### config.mk
export PLATFORM = sky130hd
export DESIGN_NAME = mod_counter_nbit_flat
export DESIGN_NICKNAME = d
export VERILOG_FILES = /design/src/rtl/mod_counter_nbit_pkg.sv /design/src/rtl/mod_counter_nbit_if.sv /design/src/rtl/mod_counter_nbit_prescale_tick.sv /design/src/rtl/mod_counter_nbit.sv /design/src/flat_wrapper.sv
export SDC_FILE = /design/constraint.sdc
export NUM_CORES = 1
export LEC_CHECK = 0
export CAP_MARGIN = 20
export CORE_AREA = 2 2 39 41
export DETAILED_ROUTE_END_ITERATION = 10
export DIE_AREA = 0 0 41 43
export GPL_ROUTABILITY_DRIVEN = 0
export GPL_TIMING_DRIVEN = 0
export HOLD_SLACK_MARGIN = 0.15
export SYNTH_ARGS = -nofsm -noshare
export SYNTH_HDL_FRONTEND = slang
export SYNTH_SLANG_ARGS = --single-unit
### constraint.sdc
create_clock -name clk -period 1.4 [get_ports clk]
set_clock_uncertainty 0.1 [all_clocks]
set_input_delay 0.14 -clock clk [delete_from_list [all_inputs] [get_ports clk]]
set_output_delay 0.14 -clock clk [all_outputs]
set_load 0.01 [all_outputs]
### src/rtl/mod_counter_nbit_pkg.sv
// Shared definitions for the counter family: direction encoding and load clamping.
package counter_pkg;

    localparam logic DIR_UP = 1'b1;
    localparam logic DIR_DN = 1'b0;

    // Out-of-range loads land on the top of the count range instead of aliasing.
    function automatic logic [31:0] clamp_load(input logic [31:0] value,
                                               input logic [31:0] modulus);
        return (value >= modulus) ? (modulus - 32'd1) : value;
    endfunction

endpackage

### src/rtl/mod_counter_nbit_if.sv
// Control/status bundle of mod_counter_nbit; master drives controls, slave returns count/tc/sat.
// All signals are level-based and sampled on the rising clock edge; there is no handshake.
interface mod_counter_nbit_if #(
    parameter int WIDTH = 4
);
    logic             en;
    logic             up_dn;
    logic             load;
    logic [WIDTH-1:0] load_val;
    logic [WIDTH-1:0] count;
    logic             tc;
    logic             sat;

    modport master (
        output en, up_dn, load, load_val,
        input  count, tc, sat
    );

    modport slave (
        input  en, up_dn, load, load_val,
        output count, tc, sat
    );
endinterface

### src/rtl/mod_counter_nbit_prescale_tick.sv
// Prescaler: emits a step pulse on every PRESCALE-th enabled cycle; clr/rst restart the phase.
module prescale_tick #(
    parameter int PRESCALE = 1
) (
    input  logic clk,
    input  logic rst,
    input  logic en_i,
    input  logic clr_i,
    output logic step_o
);

    if (PRESCALE == 1) begin : g_bypass
        wire unused_clk = clk;
        assign step_o = en_i & ~clr_i & ~rst;
    end else begin : g_div
        localparam int PW = $clog2(PRESCALE);
        localparam logic [PW-1:0] LAST = PW'(PRESCALE - 1);

        logic [PW-1:0] phase_q;
        logic [PW-1:0] phase_d;

        always_comb begin
            phase_d = phase_q;
            if (clr_i) begin
                phase_d = '0;
            end else if (en_i) begin
                phase_d = (phase_q == LAST) ? '0 : phase_q + 1'b1;
            end
        end

        always_ff @(posedge clk) begin
            if (rst) begin
                phase_q <= '0;
            end else begin
                phase_q <= phase_d;
            end
        end

        assign step_o = en_i & ~clr_i & ~rst & (phase_q == LAST);
    end

endmodule

### src/rtl/mod_counter_nbit.sv
// WIDTH-bit up/down modulo-MODULUS counter with load, enable, prescaler and terminal-count pulse.
// Define COUNTER_SATURATE_EN to saturate at the range limits (sat flag) instead of wrapping.
module mod_counter_nbit
    import counter_pkg::*;
#(
    parameter int WIDTH    = 4,
    parameter int MODULUS  = 16,
    parameter int PRESCALE = 1
) (
    input  logic                  clk,
    input  logic                  rst,
    mod_counter_nbit_if.slave     bus
);

    localparam logic [WIDTH-1:0] MAX = WIDTH'(MODULUS - 1);

    logic [WIDTH-1:0] count_q, count_d;
    logic             tc_q, tc_d;
    logic             step;
    logic [WIDTH-1:0] load_clamped;

    assign load_clamped = WIDTH'(clamp_load(32'(bus.load_val), 32'(MODULUS)));

    prescale_tick #(
        .PRESCALE (PRESCALE)
    ) u_prescale (
        .clk    (clk),
        .rst    (rst),
        .en_i   (bus.en),
        .clr_i  (bus.load),
        .step_o (step)
    );

`ifdef COUNTER_SATURATE_EN
    logic sat_q, sat_d;
    logic at_limit;

    // Limit depends on the direction currently requested, so a reversal drops sat.
    assign at_limit = (bus.up_dn == DIR_UP) ? (count_q == MAX) : (count_q == '0);

    always_comb begin
        count_d = count_q;
        tc_d    = 1'b0;
        sat_d   = sat_q & at_limit;
        if (bus.load) begin
            count_d = load_clamped;
            sat_d   = 1'b0;
        end else if (step) begin
            if (at_limit) begin
                sat_d = 1'b1;
            end else begin
                count_d = (bus.up_dn == DIR_UP) ? count_q + 1'b1 : count_q - 1'b1;
                sat_d   = 1'b0;
            end
        end
    end

    always_ff @(posedge clk) begin
        if (rst) begin
            sat_q <= 1'b0;
        end else begin
            sat_q <= sat_d;
        end
    end

    assign bus.sat = sat_q;
`else
    always_comb begin
        count_d = count_q;
        tc_d    = 1'b0;
        if (bus.load) begin
            count_d = load_clamped;
        end else if (step) begin
            if (bus.up_dn == DIR_UP) begin
                if (count_q == MAX) begin
                    count_d = '0;
                    tc_d    = 1'b1;
                end else begin
                    count_d = count_q + 1'b1;
                end
            end else begin
                if (count_q == '0) begin
                    count_d = MAX;
                    tc_d    = 1'b1;
                end else begin
                    count_d = count_q - 1'b1;
                end
            end
        end
    end

    assign bus.sat = 1'b0;
`endif

    always_ff @(posedge clk) begin
        if (rst) begin
            count_q <= '0;
            tc_q    <= 1'b0;
        end else begin
            count_q <= count_d;
            tc_q    <= tc_d;
        end
    end

    assign bus.count = count_q;
    assign bus.tc    = tc_q;

endmodule

### src/flat_wrapper.sv
// flat-port wrapper written by rule: the top's interface ports become plain ports
module mod_counter_nbit_flat import counter_pkg::*;
#(
    parameter int WIDTH    = 4,
    parameter int MODULUS  = 16,
    parameter int PRESCALE = 1
)
  (clk, rst, bus_en, bus_up_dn, bus_load, bus_load_val, bus_count, bus_tc, bus_sat);
  mod_counter_nbit_if #(.WIDTH(WIDTH)) bus_i ();
  input  logic clk;
  input  logic rst;
  input wire logic [$bits(bus_i.en)-1:0] bus_en;
  input wire logic [$bits(bus_i.up_dn)-1:0] bus_up_dn;
  input wire logic [$bits(bus_i.load)-1:0] bus_load;
  input wire logic [$bits(bus_i.load_val)-1:0] bus_load_val;
  output wire logic [$bits(bus_i.count)-1:0] bus_count;
  output wire logic [$bits(bus_i.tc)-1:0] bus_tc;
  output wire logic [$bits(bus_i.sat)-1:0] bus_sat;
  assign bus_i.en = bus_en;
  assign bus_i.up_dn = bus_up_dn;
  assign bus_i.load = bus_load;
  assign bus_i.load_val = bus_load_val;
  assign bus_count = bus_i.count;
  assign bus_tc = bus_i.tc;
  assign bus_sat = bus_i.sat;
  mod_counter_nbit #(.WIDTH(WIDTH), .MODULUS(MODULUS), .PRESCALE(PRESCALE)) u_core (.clk(clk), .rst(rst), .bus(bus_i));
endmodule
; ---- After elaboration in Yosys (flattened, before gate mapping)
; Index checks and enable logic that the tools add are counted.
[word_totals]
elab_cells = 21
reg_bits = 5
input_bits = 9
output_inout_bits = 6
[op_classes]
muxes = 8
bitwise = 5
n_eq_ne = 1
addsub = 2
n_reduce_logical = 3
[op_table]
columns = cell, n
row1 = 2-to-1 mux 4 bit, 5
row2 = adder 4 x 1 -> 4 bit (second input constant), 1
row3 = equality test 4 bit (second input constant), 1
row4 = zero test 4 bit, 1
row5 = subtractor 4 x 1 -> 4 bit (second input constant), 1
row6 = 2-to-1 mux 1 bit, 3
row7 = NOT 1 bit, 3
row8 = OR reduction 3 bit, 1
row9 = bitwise AND 1 bit, 2
row10 = nonzero test 2 bit, 1

; ---- Depth between registers and ports, before layout
[depth]
ltp_word = 5
ltp_mapped = 6
depth_no_buf = 6

; ---- Hierarchy
; From an unflattened synthesis, not the netlist that was laid out.
[unflattened]
cells_unflattened = 47
area_unflattened_um2 = 377.9
[modules_own_cells]
columns = mod, n_inst, seq_area_each_um2, cells_per_inst, area_per_inst_um2
row1 = mod_counter_nbit, 1, 100.1, 46, 365.4
row2 = prescale_tick, 1, 0.0, 1, 12.5

; ---- Worst setup path before layout
; No wires, ideal clock.
[synth_timing]
path_type = reg-to-reg
startpoint = reg u_core.count_q[0], in the netlist u_core.bus.count[0]
endpoint = reg u_core.count_q[3], in the netlist u_core.bus.count[3]
setup_ps = 129
n_path_buf = 0
synth_period_minus_slack_ps = 1562
path_slack_ps = -162
arrival_ps = 1334
required_ps = 1171
path_stages_with_launch = 7
cell_sequence = dfxtp_1 inv_1 ha_1 o21ba_2 o21bai_1 a221oi_1 a211oi_1
[synth_between]
elab_chain_len = 5
elab_cells_between_ends = 9
classes_between = add/sub: 2 / eq/ne: 1 / mux: 5 / reduce/logical: 1
[synth_rtl]
columns = item, line_no
row1 = from (decl), mod_counter_nbit.sv:17  ; logic [WIDTH-1:0] count_q, count_d;
row2 = from (signal assigned), mod_counter_nbit.sv:100  ; count_q <= count_d;
row3 = subtractor 4 x 1 -> 4 bit (tied with other cells), mod_counter_nbit.sv:86  ; count_d = count_q - 1'b1;
row4 = 2-to-1 mux 4 bit (on tied branches), "mod_counter_nbit.sv:82, mod_counter_nbit.sv:75"
row5 = 2-to-1 mux 4 bit *, mod_counter_nbit.sv:74  ; if (bus.up_dn == DIR_UP) begin
row6 = 2-to-1 mux 4 bit *, mod_counter_nbit.sv:73  ; end else if (step) begin
row7 = 2-to-1 mux 4 bit *, mod_counter_nbit.sv:71  ; if (bus.load) begin
; Mark *: on every way between the ends. The rest lies on a longest branch, timed or not. The select of a mux whose other input is x is not followed.
; A chain may end at the register's enable or synchronous reset.

; ---- Worst setup path in the final report
[layout_timing]
startpoint = reg u_core.count_q[0], in the netlist u_core.bus.count[0]
endpoint = reg u_core.count_q[0], in the netlist u_core.bus.count[0]
; The elaborated chain is that of the path after synthesis.

==> impl_results.md <==
* Outcome: complete, but fails checks
* Failing checks: negative setup slack
* Number of clock sinks at 5
* Cell row count at 14
* Wire length per cell at 11.0 um
* Initial antenna violation count at 0
* Post-route ant nets at 0
* Via-per-instance ratio at 4.77
* Mapped Area at 362 um^2
* Die W at 41 um
* Sequential power share at 0.359
* Sw frac at 0.279
* RR Endpoint: u_core.bus.count[0]$_SDFFE_PP0P_
* Pwr Density at 809 mW/mm^2
* Max Root-Sink Buffers at 2
* Final hold viol count at 0
* Synthesized Nets at 57
* Initial drt markers at 5
* CTS buffer count at 3
* Hold path startpoint: bus_load_val[0]
* Avg Inst Size Synth at 7.86 um^2
* Leak at 0.256 nW
* Hold Crit Class: in2reg
* Core area at 0.00138 mm^2
* FMAX at 0.693 GHz
* Worst Setup Start Kind: flop
* R2r startpoint: u_core.bus.count[0]$_SDFFE_PP0P_
* Power Total at 0.000476 W
* Clk_lat worst skew at 0.24 ns
* Cts hold-fix bufs at 0
* Largest net degree at the start of global routing at 11
* Final WS setup at -0.0431 ns
* Gate Count Post-Synth at 46
* Fin cells at 81
* HPWL Detailed at 635 um
* H-tree depth at 1
* CTS clk-pin slew, worst paths at 0.05 ns
* Die ar. at 0.00176 mm^2
* Initial Utilization at 0.261
* Post-layout minimum cycle time at 1.44 ns
* Worst-path maximum fanout at 6
* Hold slack at 0.370 ns
* Count of cell types in the netlist at 28
* Vias in the first global route at 326
* Vias at 386
* Most common cell after layout, fill and taps aside: clkdlybuf4s50_1
* Worst R2R Path Depth at 6
* Hold path cells at 3
* Register area share after synthesis at 0.277
* Ports at 15
* Yosys reg bits at 5
* Nets at 77
* Kind of critical path: reg2reg
* Max_cap viols at 0
* Final Setup Violations at 2
* TritonCTS clock tree: done
* Comb pwr share at 0.291
* Reg-to-reg slack, setup at -0.04 ns
* Placed cell area at 536 um^2
* Crit path DAT at 1.51 ns
* Unrepaired setup endpoints after global routing: true
* Hold Crit Endpoint: u_core.bus.count[0]$_SDFFE_PP0P_
* Crit share post-route at 1.03
* Layout cells sized above 1 at 0.262
* Placed Cells at 75
* Max-slew violations at 0
* Fin util at 0.425
* First-pass GRT wire length at 1.33 mm
* Max IR drop VDD at 456 uV
* Tot GR Track Use at 0.116
* Diode count at 0
* Most frequent cells in the layout: clkdlybuf4s50_1, nand2_1, a21oi_1
* Die H at 43 um
* Root buf cell: clkbuf_4
* DRC at 0
* Internal power at 0.000343 W
* CP required at 1.47 ns
* Port Buffer Count at 13
* Design area at 588 um^2
* DR pass1 iterations at 3
* Total grt overflow at 0
* Synth-to-Final Area Change at 62.6%
* Clock power frac at 0.350
* Ys Warns at 0
* Detailed Route WL at 895 um
* Crit end category: flop
* Psw at 0.000133 W
## cells by family (layout without fill, tap and decap cells)
logic type      after synthesis  in the layout  share of synthesized area
compound gates               13             13                      0.246
xor+xnor                      2              2                     0.0485
fa+ha+maj                     2              2                     0.0692
buf+inv                       5             24                     0.0623
flops                         5              5                      0.277
mux                           2              2                     0.0588
other cells                   1              1                     0.0104
simple gates                 16             16                      0.228
## metrics by stage
step | setup TNS (ns) | setup WS [ns]
2_1_floorplan | -0.0217 | -0.0217
3_3_place_gp | -0.921 | -0.273
3_5_place_dp | -0.868 | -0.261
4_1_cts | -0.108 | -0.0426
5_1_grt | -0.282 | -0.105
6_report | -0.0633 | -0.0431
## power by group through the flow
stage / Sequential (W) / Clock, W / Combinational [W]
2_1_floorplan: 0.000176 / 0 / 0.0000716
3_3_place_gp: 0.000176 / 0 / 0.000131
3_5_place_dp: 0.000175 / 0 / 0.000133
4_1_cts: 0.000171 / 0.000172 / 0.000139
5_1_grt: 0.000173 / 0.000187 / 0.000156
6_report: 0.000171 / 0.000167 / 0.000138
## layout make-up
class,instances,area [um^2]
Fill cell,161,796
Multi-Input combinational cell,36,265
Timing Repair Buffer,15,144
Sequential cell,5,110
Clock buffer,4,26.3
Tap cell,16,20.0
Buffer,2,11.3
Inverter,3,11.3
## per-layer routing
layer  wire [um]  vias up  GRT usage
li1            -      199          -
met1         381      172      0.128
met3         108        0     0.0785
met5           0        -          0
met4           0        0     0.0200
met2         405       15      0.181
## flip-flops by register name (all words and copies together), names as in the netlist
| register | count |
|---|---|
| u_core.bus.count | 4 |
| u_core.bus.tc | 1 |
## how the worst max path moves through the flow
stage                                                   to  slack (ns)  depth (start not counted)                             start
final                     u_core.bus.count[0]$_SDFFE_PP0P_       -0.04                          6  u_core.bus.count[0]$_SDFFE_PP0P_
after global routing      u_core.bus.count[3]$_SDFFE_PP0P_       -0.11                          6  u_core.bus.count[0]$_SDFFE_PP0P_
after CTS                 u_core.bus.count[0]$_SDFFE_PP0P_       -0.04                          6  u_core.bus.count[0]$_SDFFE_PP0P_
after detailed placement  u_core.bus.count[0]$_SDFFE_PP0P_       -0.26                          5                         bus_up_dn
after global placement    u_core.bus.count[0]$_SDFFE_PP0P_       -0.27                          5                         bus_up_dn
after floorplan           u_core.bus.count[0]$_SDFFE_PP0P_       -0.02                          6  u_core.bus.count[1]$_SDFFE_PP0P_
## critical path, stage by stage, from the launching register on
cell	delay, ns
dfxtp_4	0.36
inv_2	0.07
ha_4	0.12
or4b_4	0.46
nand2_1	0.09
nand3_2	0.06
a31oi_1	0.12
## Yosys cell counts
cell / instances / area, um^2
dfxtp_1: 5 / 100
nand2_1: 5 / 18.8
a21oi_1: 4 / 20.0
inv_1: 3 / 11.3
nor2_1: 3 / 11.3
a211oi_1: 2 / 15.0
ha_1: 2 / 25.0
xnor2_1: 2 / 17.5
a221oi_1: 1 / 8.76
a31oi_1: 1 / 6.26
and3_1: 1 / 6.26
buf_4: 1 / 7.51
clkbuf_1: 1 / 3.75
conb_1: 1 / 3.75
mux2_2: 1 / 11.3
mux2i_1: 1 / 10.0
nand2b_1: 1 / 6.26
nand3_1: 1 / 5.00
nand3b_1: 1 / 7.51
nand4_1: 1 / 6.26
nor2b_1: 1 / 6.26
nor3_1: 1 / 5.00
o21a_1: 1 / 7.51
o21ai_0: 1 / 5.00
o21ba_2: 1 / 10.0
o21bai_1: 1 / 7.51
o221ai_1: 1 / 8.76
or4b_1: 1 / 10.0
## timing repair
action                     CTS  global route
gates resized for setup      4             5
setup buffers                2             0
pin swaps                    1             1
setup endpoints to repair    7             7
Power figures use the tool's default switching activity.
